--- src/rtl/alu_arbiter.sv ---
// -----------------------------------------------------------------------------
// alu_arbiter
//
// Shares one external combinational ALU between two requesters. A request is
// accepted in IDLE, its operands are held in registers that drive the ALU,
// the ALU result is captured one cycle later (EXEC), and the result is
// presented to the granted requester until it is consumed (RESP).
// Simultaneous requests are served alternately, starting with port 0.
//
// Ports:
//   i_clk, i_reset              clock, synchronous active-high reset
//   i_reqN_valid/o_reqN_ready   request handshake (ready is a 1-cycle pulse)
//   i_reqN_a/_b/_func           operands and function code of requester N
//   o_rspN_valid/i_rspN_ready   response handshake for requester N
//   o_rspN_c/o_rspN_ovf         result and overflow flag for requester N
//   o_alu_a/_b/_func            registered drive to the shared ALU
//   i_alu_c/i_alu_ovf           ALU result and overflow flag
//   o_busy                      high whenever the FSM is not IDLE
//   o_ovf_count                 saturating count of overflowed operations
// -----------------------------------------------------------------------------
package alu_arbiter_pkg;
    localparam int         WORD_SIZE = 16;
    localparam logic [2:0] FUNC_ADD  = 3'd0;
    localparam logic [2:0] FUNC_SUB  = 3'd1;
    localparam logic [2:0] FUNC_AND  = 3'd2;
    localparam logic [2:0] FUNC_OR   = 3'd3;
    localparam logic [2:0] FUNC_XOR  = 3'd4;
    localparam logic [2:0] FUNC_NOT  = 3'd5;
    localparam logic [2:0] FUNC_SHL  = 3'd6;
    localparam logic [2:0] FUNC_SHR  = 3'd7;
endpackage

module alu_arbiter
    import alu_arbiter_pkg::*;
(
    input  logic                 i_clk,
    input  logic                 i_reset,
    input  logic                 i_req0_valid,
    output logic                 o_req0_ready,
    input  logic [WORD_SIZE-1:0] i_req0_a,
    input  logic [WORD_SIZE-1:0] i_req0_b,
    input  logic [2:0]           i_req0_func,
    output logic                 o_rsp0_valid,
    input  logic                 i_rsp0_ready,
    output logic [WORD_SIZE-1:0] o_rsp0_c,
    output logic                 o_rsp0_ovf,
    input  logic                 i_req1_valid,
    output logic                 o_req1_ready,
    input  logic [WORD_SIZE-1:0] i_req1_a,
    input  logic [WORD_SIZE-1:0] i_req1_b,
    input  logic [2:0]           i_req1_func,
    output logic                 o_rsp1_valid,
    input  logic                 i_rsp1_ready,
    output logic [WORD_SIZE-1:0] o_rsp1_c,
    output logic                 o_rsp1_ovf,
    output logic [WORD_SIZE-1:0] o_alu_a,
    output logic [WORD_SIZE-1:0] o_alu_b,
    output logic [2:0]           o_alu_func,
    input  logic [WORD_SIZE-1:0] i_alu_c,
    input  logic                 i_alu_ovf,
    output logic                 o_busy,
    output logic [7:0]           o_ovf_count
);

    typedef enum logic [1:0] {
        ST_IDLE = 2'd0,
        ST_EXEC = 2'd1,
        ST_RESP = 2'd2
    } state_t;

    state_t               r_state;
    state_t               w_state_next;
    logic                 r_gnt;
    logic                 r_last_gnt;
    logic [WORD_SIZE-1:0] r_op_a;
    logic [WORD_SIZE-1:0] r_op_b;
    logic [2:0]           r_op_func;
    logic [WORD_SIZE-1:0] r_res_c;
    logic                 r_res_ovf;
    logic [7:0]           r_ovf_count;

    logic [1:0]           w_req_valid;
    logic [1:0]           w_rsp_ready;
    logic [1:0]           w_req_ready;
    logic [1:0]           w_rsp_valid;
    logic                 w_gnt_sel;
    logic                 w_any_req;
    logic                 w_rsp_done;

    assign w_req_valid = {i_req1_valid, i_req0_valid};
    assign w_rsp_ready = {i_rsp1_ready, i_rsp0_ready};
    assign w_any_req   = |w_req_valid;

    // With both ports requesting, the port that was not served last wins;
    // otherwise the single requester wins (port 1 iff it is the requester).
    assign w_gnt_sel   = (&w_req_valid) ? ~r_last_gnt : i_req1_valid;

    // Only the granted port's ready can complete a response.
    assign w_rsp_done  = w_rsp_ready[r_gnt];

    // State register
    always_ff @(posedge i_clk) begin
        if (i_reset) begin
            r_state <= ST_IDLE;
        end else begin
            r_state <= w_state_next;
        end
    end

    // Next-state logic
    always_comb begin
        w_state_next = r_state;
        case (r_state)
            ST_IDLE: if (w_any_req)  w_state_next = ST_EXEC;
            ST_EXEC:                 w_state_next = ST_RESP;
            ST_RESP: if (w_rsp_done) w_state_next = ST_IDLE;
            default:                 w_state_next = ST_IDLE;
        endcase
    end

    // Output decode. Ready is gated by reset so that a request presented
    // while reset is held is never acknowledged.
    generate
        for (genvar gi = 0; gi < 2; gi++) begin : g_port
            always_comb begin
                w_req_ready[gi] = 1'b0;
                w_rsp_valid[gi] = 1'b0;
                if (r_state == ST_IDLE && !i_reset && w_req_valid[gi]
                        && (w_gnt_sel == gi[0])) begin
                    w_req_ready[gi] = 1'b1;
                end
                if (r_state == ST_RESP && r_gnt == gi[0]) begin
                    w_rsp_valid[gi] = 1'b1;
                end
            end
        end
    endgenerate

    always_comb begin
        o_busy = (r_state != ST_IDLE);
    end

    // Datapath and bookkeeping registers
    always_ff @(posedge i_clk) begin
        if (i_reset) begin
            r_gnt       <= 1'b0;
            r_last_gnt  <= 1'b1;
            r_op_a      <= '0;
            r_op_b      <= '0;
            r_op_func   <= '0;
            r_res_c     <= '0;
            r_res_ovf   <= 1'b0;
            r_ovf_count <= '0;
        end else begin
            case (r_state)
                ST_IDLE: begin
                    if (w_any_req) begin
                        r_gnt     <= w_gnt_sel;
                        r_op_a    <= w_gnt_sel ? i_req1_a    : i_req0_a;
                        r_op_b    <= w_gnt_sel ? i_req1_b    : i_req0_b;
                        r_op_func <= w_gnt_sel ? i_req1_func : i_req0_func;
                    end
                end
                ST_EXEC: begin
                    r_res_c   <= i_alu_c;
                    r_res_ovf <= i_alu_ovf;
                    if (i_alu_ovf && r_ovf_count != 8'hFF) begin
                        r_ovf_count <= r_ovf_count + 8'd1;
                    end
                end
                ST_RESP: begin
                    if (w_rsp_done) begin
                        r_last_gnt <= r_gnt;
                    end
                end
                default: ;
            endcase
        end
    end

    assign o_req0_ready = w_req_ready[0];
    assign o_req1_ready = w_req_ready[1];
    assign o_rsp0_valid = w_rsp_valid[0];
    assign o_rsp1_valid = w_rsp_valid[1];
    assign o_rsp0_c     = r_res_c;
    assign o_rsp1_c     = r_res_c;
    assign o_rsp0_ovf   = r_res_ovf;
    assign o_rsp1_ovf   = r_res_ovf;
    assign o_alu_a      = r_op_a;
    assign o_alu_b      = r_op_b;
    assign o_alu_func   = r_op_func;
    assign o_ovf_count  = r_ovf_count;

endmodule
--- config.mk ---
export PLATFORM = sky130hd
export DESIGN_NAME = alu_arbiter
export DESIGN_NICKNAME = d
export VERILOG_FILES = /design/src/rtl/alu_arbiter.sv
export SDC_FILE = /design/constraint.sdc
export NUM_CORES = 1
export LEC_CHECK = 0
export BUFFER_PORTS_ARGS = -buffer_cell sky130_fd_sc_hd__buf_2
export CAP_MARGIN = 20
export CORE_ASPECT_RATIO = 0.7
export CORE_MARGIN = 4
export CORE_UTILIZATION = 39
export CTS_CLUSTER_DIAMETER = 50
export DETAILED_ROUTE_END_ITERATION = 12
export GPL_TIMING_DRIVEN = 0
export HOLD_SLACK_MARGIN = 0.02
export PLACE_DENSITY = 0.76
export SYNTH_ARGS = -nofsm -noshare
export SYNTH_HDL_FRONTEND = slang
export SYNTH_SLANG_ARGS = --single-unit
--- constraint.sdc ---
create_clock -name i_clk -period 1.3 [get_ports i_clk]
set_input_delay 0.26 -clock i_clk [delete_from_list [all_inputs] [get_ports i_clk]]
set_output_delay 0.26 -clock i_clk [all_outputs]
set_load 0.1 [all_outputs]
After elaboration in Yosys (flattened, before gate mapping)

Index checks and enable logic that the tools add are counted.

Add/sub/neg operators: 1
Order comparisons: 1
Eq/ne operators: 5
Multiplexer cells: 13
Bitwise logic cells: 3
Reduce and logical (&&, ||, !) cells: 17

Operators with widths:

| kind                                                       | number |
|---|---|
| 2-to-1 mux 16 bit                                          | 2 |
| AND reduction 2 bit                                        | 5 |
| adder 8 x 1 -> 8 bit, second input constant                | 1 |
| logical AND 1 bit                                          | 8 |
| inequality test 8 bit, second input constant               | 1 |
| 2-to-1 mux 1 bit                                           | 7 |
| one-hot mux 2 bit (3 select lines)                         | 1 |
| 2-to-1 mux 2 bit                                           | 2 |
| inequality test 2 bit, second input constant               | 2 |
| 2-to-1 mux 3 bit                                           | 1 |
| inverter 1 bit                                             | 3 |
| == test 2 x 1 -> 1 bit, second input constant              | 1 |
| == test 2 bit, second input constant                       | 1 |
| zero test 2 bit                                            | 1 |
| less-than comparator 1 x 2 -> 1 bit, second input constant | 1 |
| nonzero test 2 bit                                         | 1 |
| OR reduction 2 bit                                         | 1 |
| zero test 1 bit                                            | 1 |

Register bits after elaboration: 64
Input bits: 93
Output and inout bits: 82

Longest topological paths before layout

Gate-level depths: netlist of the first run.

Word-level depth: 5
Depth in mapped cells: 6
Depth with buffers taken out: 5

Least setup slack after synthesis of the first run

No wires, ideal clock.

Path type: in2out
From: in i_reset
To: out o_req1_ready
Data arrival time: 2.080 ns
Slack: -1.040 ns
Stages: 3
Path through: buf_2 -> or3_2 -> nor2_1

Word-level cells in the longest chain between the ends: 5

RTL lines:

| what                            | line | RTL |
|---|---|---|
| start, declared                 | 37   | `input logic i_reset,` |
| zero test 1 bit                 | 128  | `if (r_state == ST_IDLE && !i_reset && w_req_valid[gi]` |
| logical AND 1 bit (2 in series) | 128  |  |
| logical AND 1 bit               | 129  | `&& (w_gnt_sel == gi[0])) begin` |
| 2-to-1 mux 1 bit                | 128  |  |
| end, declared                   | 48   | `output logic o_req1_ready,` |

Every way passes these cells.

Worst setup path in the final report of the first run

From: reg r_state[0]
To: out o_req0_ready

Word-level cells in the longest chain between the ends: 5

RTL lines:

| what                            | line | RTL |
|---|---|---|
| start, declared                 | 71   | `state_t r_state;` |
| start signal, assigned          | 106  | `r_state <= w_state_next;` |
| zero test 2 bit                 | 128  |  |
| logical AND 1 bit (2 in series) | 128  |  |
| logical AND 1 bit               | 129  |  |
| 2-to-1 mux 1 bit                | 128  |  |
| end, declared                   | 39   | `output logic o_req0_ready,` |

Every way passes these cells.

==> results of run 1 <==
## cell type report
| cell class | instances | area (um2) | share of cell area |
|---|---|---|---|
| Multi-Input combinational cell | 247 | 1550 | 0.3093 |
| Buffer | 39 | 291.5 | 0.05816 |
| Clock buffer | 11 | 151.4 | 0.03020 |
| Inverter | 3 | 11.26 | 0.002247 |
| Sequential cell | 64 | 1341 | 0.2676 |
| Timing Repair Buffer | 196 | 1489 | 0.2971 |
| Clock inverter | 5 | 55.05 | 0.01098 |
| Tap cell | 98 | 122.6 | 0.02446 |
## worst paths after layout
check / start / end / slack (ns) / cells past startpoint
max: r_state[0] / o_req0_ready / -0.37 / 4
min: i_alu_c[3] / o_rsp0_c[3] / 0.15 / 3
max reg2reg: r_state[0] / o_alu_b[3] / -0.33 / 7
min reg2reg: o_rsp0_c[3] / o_rsp0_c[3] / 0.47 / 2
## logic make-up after synthesis
family | after synthesis | share of synthesized area
XOR/XNOR | 4 | 0.01188
multiplexers | 3 | 0.01188
adder cells (fa/ha/maj) | 1 | 0.004242
AO/OA/AOI/OAI | 66 | 0.1710
buffers and inverters | 45 | 0.08740
AND/OR/NAND/NOR | 173 | 0.2792
flip-flops | 64 | 0.4345
## per-stage QoR
stage          cells  TNS, ns  utilization  setup WS [ns]
6_report         663   -11.34       0.6848        -0.3721
2_1_floorplan    356   -1.286            -        -0.2901
3_3_place_gp     628   -5.663       0.5586        -0.5693
3_5_place_dp     628   -7.600       0.5586        -0.5835
5_1_grt          663   -13.47       0.6848        -0.4260
4_1_cts          654   -7.614       0.6508        -0.3985
## worst register-to-register path, delay by kind of cell (launching register included)
| kind | cells | cell delay, ns |
|---|---|---|
| buf+inv | 4 | 0.57 |
| flops | 1 | 0.36 |
| compound gates | 1 | 0.10 |
| simple gates | 2 | 0.47 |
## state kept, by name (all words and copies together) (netlist names)
name / flops
r_gnt: 1
o_alu_b: 16
o_alu_a: 16
o_rsp0_ovf: 1
r_state: 2
o_alu_func: 3
o_ovf_count: 8
o_rsp0_c: 16
r_last_gnt: 1
## per-layer routing
metal | GRT usage | wire length (um) | part of all wire | vias to the layer above
li1 | - | - | - | 1599
met1 | 0.2449 | 4110 | 0.40 | 1546
met2 | 0.3606 | 5088 | 0.50 | 141
met3 | 0.07297 | 827 | 0.081 | 16
met4 | 0.06122 | 178 | 0.017 | 0
met5 | 0 | 0 | 0 | -
## timing repair
| action | 4_1_cts | 5_1_grt |
|---|---|---|
| resized for setup | 130 | 45 |
| hold buffers | 0 | 0 |
| gates cloned | 1 | 2 |
| setup endpoints to repair | 117 | 84 |
| pin swaps | 7 | 8 |
| setup buffers | 11 | 8 |
## where the power goes
part | leakage, uW | switching [uW] | internal, uW
registers | 0.000543 | 156 | 2180
logic | 0.00166 | 2480 | 947
clock network | 0.000101 | 772 | 983
## cell usage in the layout (no fill, tap or decap), types with 3 or more instances in the layout
cell type  synthesis  final
nand2b_1          35     35
nor2_1             9      8
buf_4             17     80
buf_6              0     32
dfxtp_1           64     36
nor2_4             1      3
clkbuf_1           5      5
clkbuf_8           0     11
buf_8              0     12
buf_12             0      6
xor2_1             3      3
a32oi_2            0      7
buf_2             20    100
nand2_1          107    105
a21oi_1           21     20
a32oi_1           35     28
dfxtp_4            0     10
dfxtp_2            0     18
==> impl_metrics.csv, run 1 <==
group,metric,value,unit
worst_setup_path,cp_num_buf_inv,1,
detailed_routing,first_iter_violations,127,
worst_setup_path,cp_slowest_cell,"dfxtp_4",
detailed_routing,num_vias,3302,
detailed_routing,drcViolationCount,0,
timing,drv_slew,0,
cts,clock_latency,0.33,ns
worst_setup_path,endpoint_kind,"output pin",
logic_synthesis,ys_top_cells_by_area,"dfxtp_1 (43%), nand2_1 (14%), a32oi_1 (10%)",
grt,grt_pass1_wl,15170,um
timing,holdWs,0.1528,ns
timing,grt_setup_unrepaired,"yes",
detailed_routing,drt_first_pass_iters,4,
grt,grt_max_degree,18,
timing,min_period,1.672,ns
detailed_routing,totalWireLength,10210,um
run_status,violations,"negative setup slack",
timing,layout_setup_ws,-0.3721,ns
cts,cts_tree,"yes",
worst_setup_path,path_delay_family,"simple AND/OR/NAND/NOR gates",
logic_synthesis,ys.flop_type,"dfxtp_1",
worst_setup_path,cp.required,1.04,ns
grt,antenna_found_initial,0,
floorplan,rows,26,
logic_synthesis,syn_area,2949,um2
floorplan,core-area,7320,um2
hold_path,min_path_type,"in2reg",
logic_synthesis,synth_top_area_cell,"dfxtp_1",
run,maxCapViolCount,0,
run_status,status,"finished with violations",
grt,grt_pass1_vias,3219,
floorplan,die_w,111.9,um
logic_synthesis,syn_nets,450,
timing,slew_headroom,0.6802,
cts,clock_tree.root_cell,"clkbuf_8",
cts,clkTransAtPathRegs,0.07,ns
timing,tightestPinTransition,0.4798,ns
power_and_ir_drop,ir_drop,0.0008102,V
cts,cts.sinks,64,
worst_setup_path,arrival,1.41,ns
logic_synthesis,yosysUniqueCellTypes,37,
detailed_routing,final_antenna_net_count,0,
cells_and_area,drive_above_1_share,0.5434,
logic_synthesis,yosys-top-cells-count,"nand2_1 (107), dfxtp_1 (64), a32oi_1 (35), nand2b_1 (35), a21oi_1 (21)",
placement,dp_hpwl,7080,um
worst_setup_path,critPathMaxFanout,4,
cells_and_area,final_nets,654,
power_and_ir_drop,finalPower,7522,uW
cells_and_area,antenna_cells,0,
power_and_ir_drop,powerDensity,1501,nW/um2
cts,htreeDepth,3,
placement,gp_congestion,0.8608,
floorplan,die_y,80.76,um
timing,fin_crit_sh,1.286,
cells_and_area,nFillCells,575,
floorplan,die_area,9039,um2
logic_synthesis,synth_edf_count,0,
worst_setup_path,worstPathCellList,"or2_4, nor2_4, and3_4, buf_12",
logic_synthesis,ys_seq_area_frac,0.4345,
detailed_routing,via_per_inst,4.980,
timing,clock.fmax,598.1,MHz
logic_synthesis,ys_ff_latch,64,
cells_and_area,syn2layout_area_growth,69.96,%
grt,gr-usage-all-layers,0.2072,
logic_synthesis,synthCells,356,
logic_synthesis,yosys_warnings,0,
logic_synthesis,yosysMostFrequentCell,"nand2_1",
floorplan,pin_count,175,
logic_synthesis,ys_async_sr_fraction,0,
cts,numCtsBuffers,9,
power_and_ir_drop,leakagePower,0.002306,uW
logic_synthesis,synth_top_area_share,0.4345,
cells_and_area,fin_area,5012,um2
floorplan,start_util,0.4029,
cts,clk_path_buf_depth,2,
timing,skew,0.01064,ns
timing,setup_viol,47,
logic_synthesis,syn-mean-instance-area,8.284,um2
placement,io_buffers,174,
detailed_routing,wl_per_cell,15.39,um
timing,finalHoldViolations,0,
grt,grt_overflow,0,
worst_setup_path,path_class,"reg2out",
worst_setup_path,cp-start-kind,"flip-flop",
placement,placed_cell_area,4089,um2
worst_setup_path,cpPeakStageDelay,0.36,ns
Power figures use the tool's default switching activity.
==> run 2: changes to the inputs <==
--- a/config.mk
+++ b/config.mk
@@ -6,7 +6,6 @@
 export NUM_CORES = 1
 export LEC_CHECK = 0
 export BUFFER_PORTS_ARGS = -buffer_cell sky130_fd_sc_hd__buf_2
-export CAP_MARGIN = 20
 export CORE_ASPECT_RATIO = 0.7
 export CORE_MARGIN = 4
 export CORE_UTILIZATION = 39
@@ -15,6 +14,7 @@
 export GPL_TIMING_DRIVEN = 0
 export HOLD_SLACK_MARGIN = 0.02
 export PLACE_DENSITY = 0.76
+export SKIP_CTS_REPAIR_TIMING = 1
 export SYNTH_ARGS = -nofsm -noshare
 export SYNTH_HDL_FRONTEND = slang
 export SYNTH_SLANG_ARGS = --single-unit
==> run 2 against run 1 <==
Non-clock buffer count unchanged. Flip-flop and latch count unchanged. Sequential share of layout area grew 0.29 points. Combinational power down 2%. The flow still finishes with violations (negative setup slack). Utilization shrank 0.85 points. Hold slack better by 0.0016 ns. Critical path depth stayed put. Clock skew is 0.0015 ns higher. Critical path type unchanged. Clock-buffer cell count unchanged. Wire length is essentially flat.
==> impl_metrics.csv, run 2 (synthesis gave the netlist of run 1 again) <==
group,metric,value,unit
run_status,status,"finished with violations",
run_status,violations,"negative setup slack",
grt,grt_max_degree,12,
cells_and_area,final_common_cell,"nand2_1",
timing,tightestPinTransition,0.5029,ns
worst_setup_path,cp_slowest_cell,"dfxtp_2",
detailed_routing,first_iter_violations,148,
floorplan,pin_count,175,
timing,holdWs,0.1543,ns
cells_and_area,final_cell_mix,"nand2_1 (105), buf_2 (101), buf_4 (72)",
worst_setup_path,crit_end,"o_req0_ready",
grt,gr-usage-all-layers,0.1921,
grt,grt_use_met2,0.3236,
worst_setup_path,reg2reg_from,"r_state[1]",
power_and_ir_drop,powerDensity,1510,nW/um2
timing,grt_setup_unrepaired,"yes",
detailed_routing,final_antenna_net_count,0,
grt,globalRouteMet3Util,0.07595,
cts,clock_latency,0.34,ns
placement,dpl.cell_count,628,
worst_setup_path,worst_r2r_endpoint,"o_alu_b[3]",
worst_setup_path,critPathMaxFanout,6,
cts,cts.sinks,64,
cells_and_area,final_nets,655,
cts,numCtsBuffers,9,
worst_setup_path,r2r_cells,6,
timing,clock.fmax,582.3,MHz
worst_setup_path,path_class,"reg2out",
placement,io_buffers,174,
worst_setup_path,cpPeakStageDelay,0.35,ns
timing,drv_slew,0,
detailed_routing,totalWireLength,10210,um
timing,fin_tns_setup,-4.996,ns
timing,slew_headroom,0.6670,
detailed_routing,drt_first_pass_iters,4,
cts,clkTransAtPathRegs,0.07,ns
power_and_ir_drop,leakagePower,0.002302,uW
power_and_ir_drop,finalPower,7474,uW
detailed_routing,drcViolationCount,0,
worst_setup_path,endpoint_kind,"output pin",
cells_and_area,multiInputGateArea,1523,um2
detailed_routing,num_vias,3320,
worst_setup_path,cp.required,1.04,ns
grt,grt_pass1_vias,3088,
floorplan,start_util,0.4029,
floorplan,die_area,9039,um2
timing,layout_setup_ws,-0.4173,ns
power_and_ir_drop,ir_drop,0.0008302,V
cells_and_area,antenna_cells,0,
cells_and_area,drive_above_1_share,0.5353,
cts,cts_tree,"yes",
floorplan,rows,26,
cts,htreeDepth,3,
cells_and_area,syn2layout_area_growth,67.84,%
floorplan,die_w,111.9,um
cells_and_area,seqCellArea,1339,um2
floorplan,die_y,80.76,um
timing,fin_crit_sh,1.321,
timing,skew,0.01215,ns
grt,grt_util_met1,0.2307,
timing,min_period,1.717,ns
worst_setup_path,setup.worst_path.start,"r_state[1]",
grt,antenna_found_initial,0,
placement,dp_hpwl,7080,um
detailed_routing,wl_per_cell,15.38,um
worst_setup_path,rrSetupSlack,-0.13,ns
grt,grt_pass1_wl,14130,um
worst_setup_path,arrival,1.46,ns
detailed_routing,via_per_inst,5.000,
cells_and_area,nFillCells,602,
grt,busiest_layer,"met2",
timing,setup_viol,45,
worst_setup_path,cp-start-kind,"flip-flop",
placement,gp_congestion,0.8608,
timing,finalHoldViolations,0,
run,maxCapViolCount,0,
grt,grt_overflow,0,
cts,clock_tree.root_cell,"clkbuf_8",
hold_path,min_path_type,"in2reg",
placement,pre_cts_ws,-0.5835,ns
floorplan,core-area,7320,um2
cells_and_area,fin_cells,664,
worst_setup_path,worstPathCellList,"or2_4, nor2_4, and3_4, buf_12",
cts,clk_path_buf_depth,2,
[run 2: changes by cell type in the layout (fill, tap and decap cells not counted), sizes merged]
cell	change
buf	-15
clkbuf	+15
nor2	+1
[run 2: critical path, delay by kind of cell (launching register included)]
| kind | cells | cell delay, ns |
|---|---|---|
| buffers and inverters | 1 | 0.17 |
| and+or+nand+nor | 3 | 0.60 |
| DFF | 1 | 0.35 |
[run 2: how the worst min path moves through the flow]
stage | startpoint | to | slack, ns | cells after the start
5_1_grt | i_alu_c[3] | o_rsp0_c[3] | 0.14 | 3
4_1_cts | i_alu_c[2] | o_rsp0_c[2] | 0.14 | 3
3_5_place_dp | o_alu_a[15] | o_alu_a[15] | 0.45 | 2
2_1_floorplan | i_alu_c[0] | o_rsp0_c[0] | 0.39 | 2
6_report | i_alu_c[3] | o_rsp0_c[3] | 0.15 | 3
3_3_place_gp | o_alu_func[0] | o_alu_func[0] | 0.45 | 2
[run 2: power by group]
| part | switching (uW) | leakage [uW] | internal, uW |
|---|---|---|---|
| registers | 153 | 0.000542 | 2180 |
| logic | 2470 | 0.00166 | 902 |
| clock network | 783 | 0.000101 | 983 |
[run 2: stage by stage]
stage | utilization | instance area, um2
final | 0.6762 | 4950
after global routing | 0.6762 | 4950
after CTS | 0.5868 | 4295
after detailed placement | 0.5586 | 4089
after global placement | 0.5586 | 4089
after floorplan | - | 3095
[run 2: layer usage]
| metal | share of wire | wire (um) |
|---|---|---|
| met5 | 0 | 0 |
| met4 | 0.016 | 168 |
| met3 | 0.081 | 825 |
| met2 | 0.49 | 5008 |
| met1 | 0.41 | 4209 |
[run 2: final cells by class]
class                      instances  share of cell area
multi-input combinational        248              0.3076
clock buffer                      11             0.03059
inverter                           3            0.002275
tap                               98             0.02477
clock inverter                     5             0.01112
timing repair buffer             196              0.2935
sequential                        64              0.2705
buffer                            39             0.05966
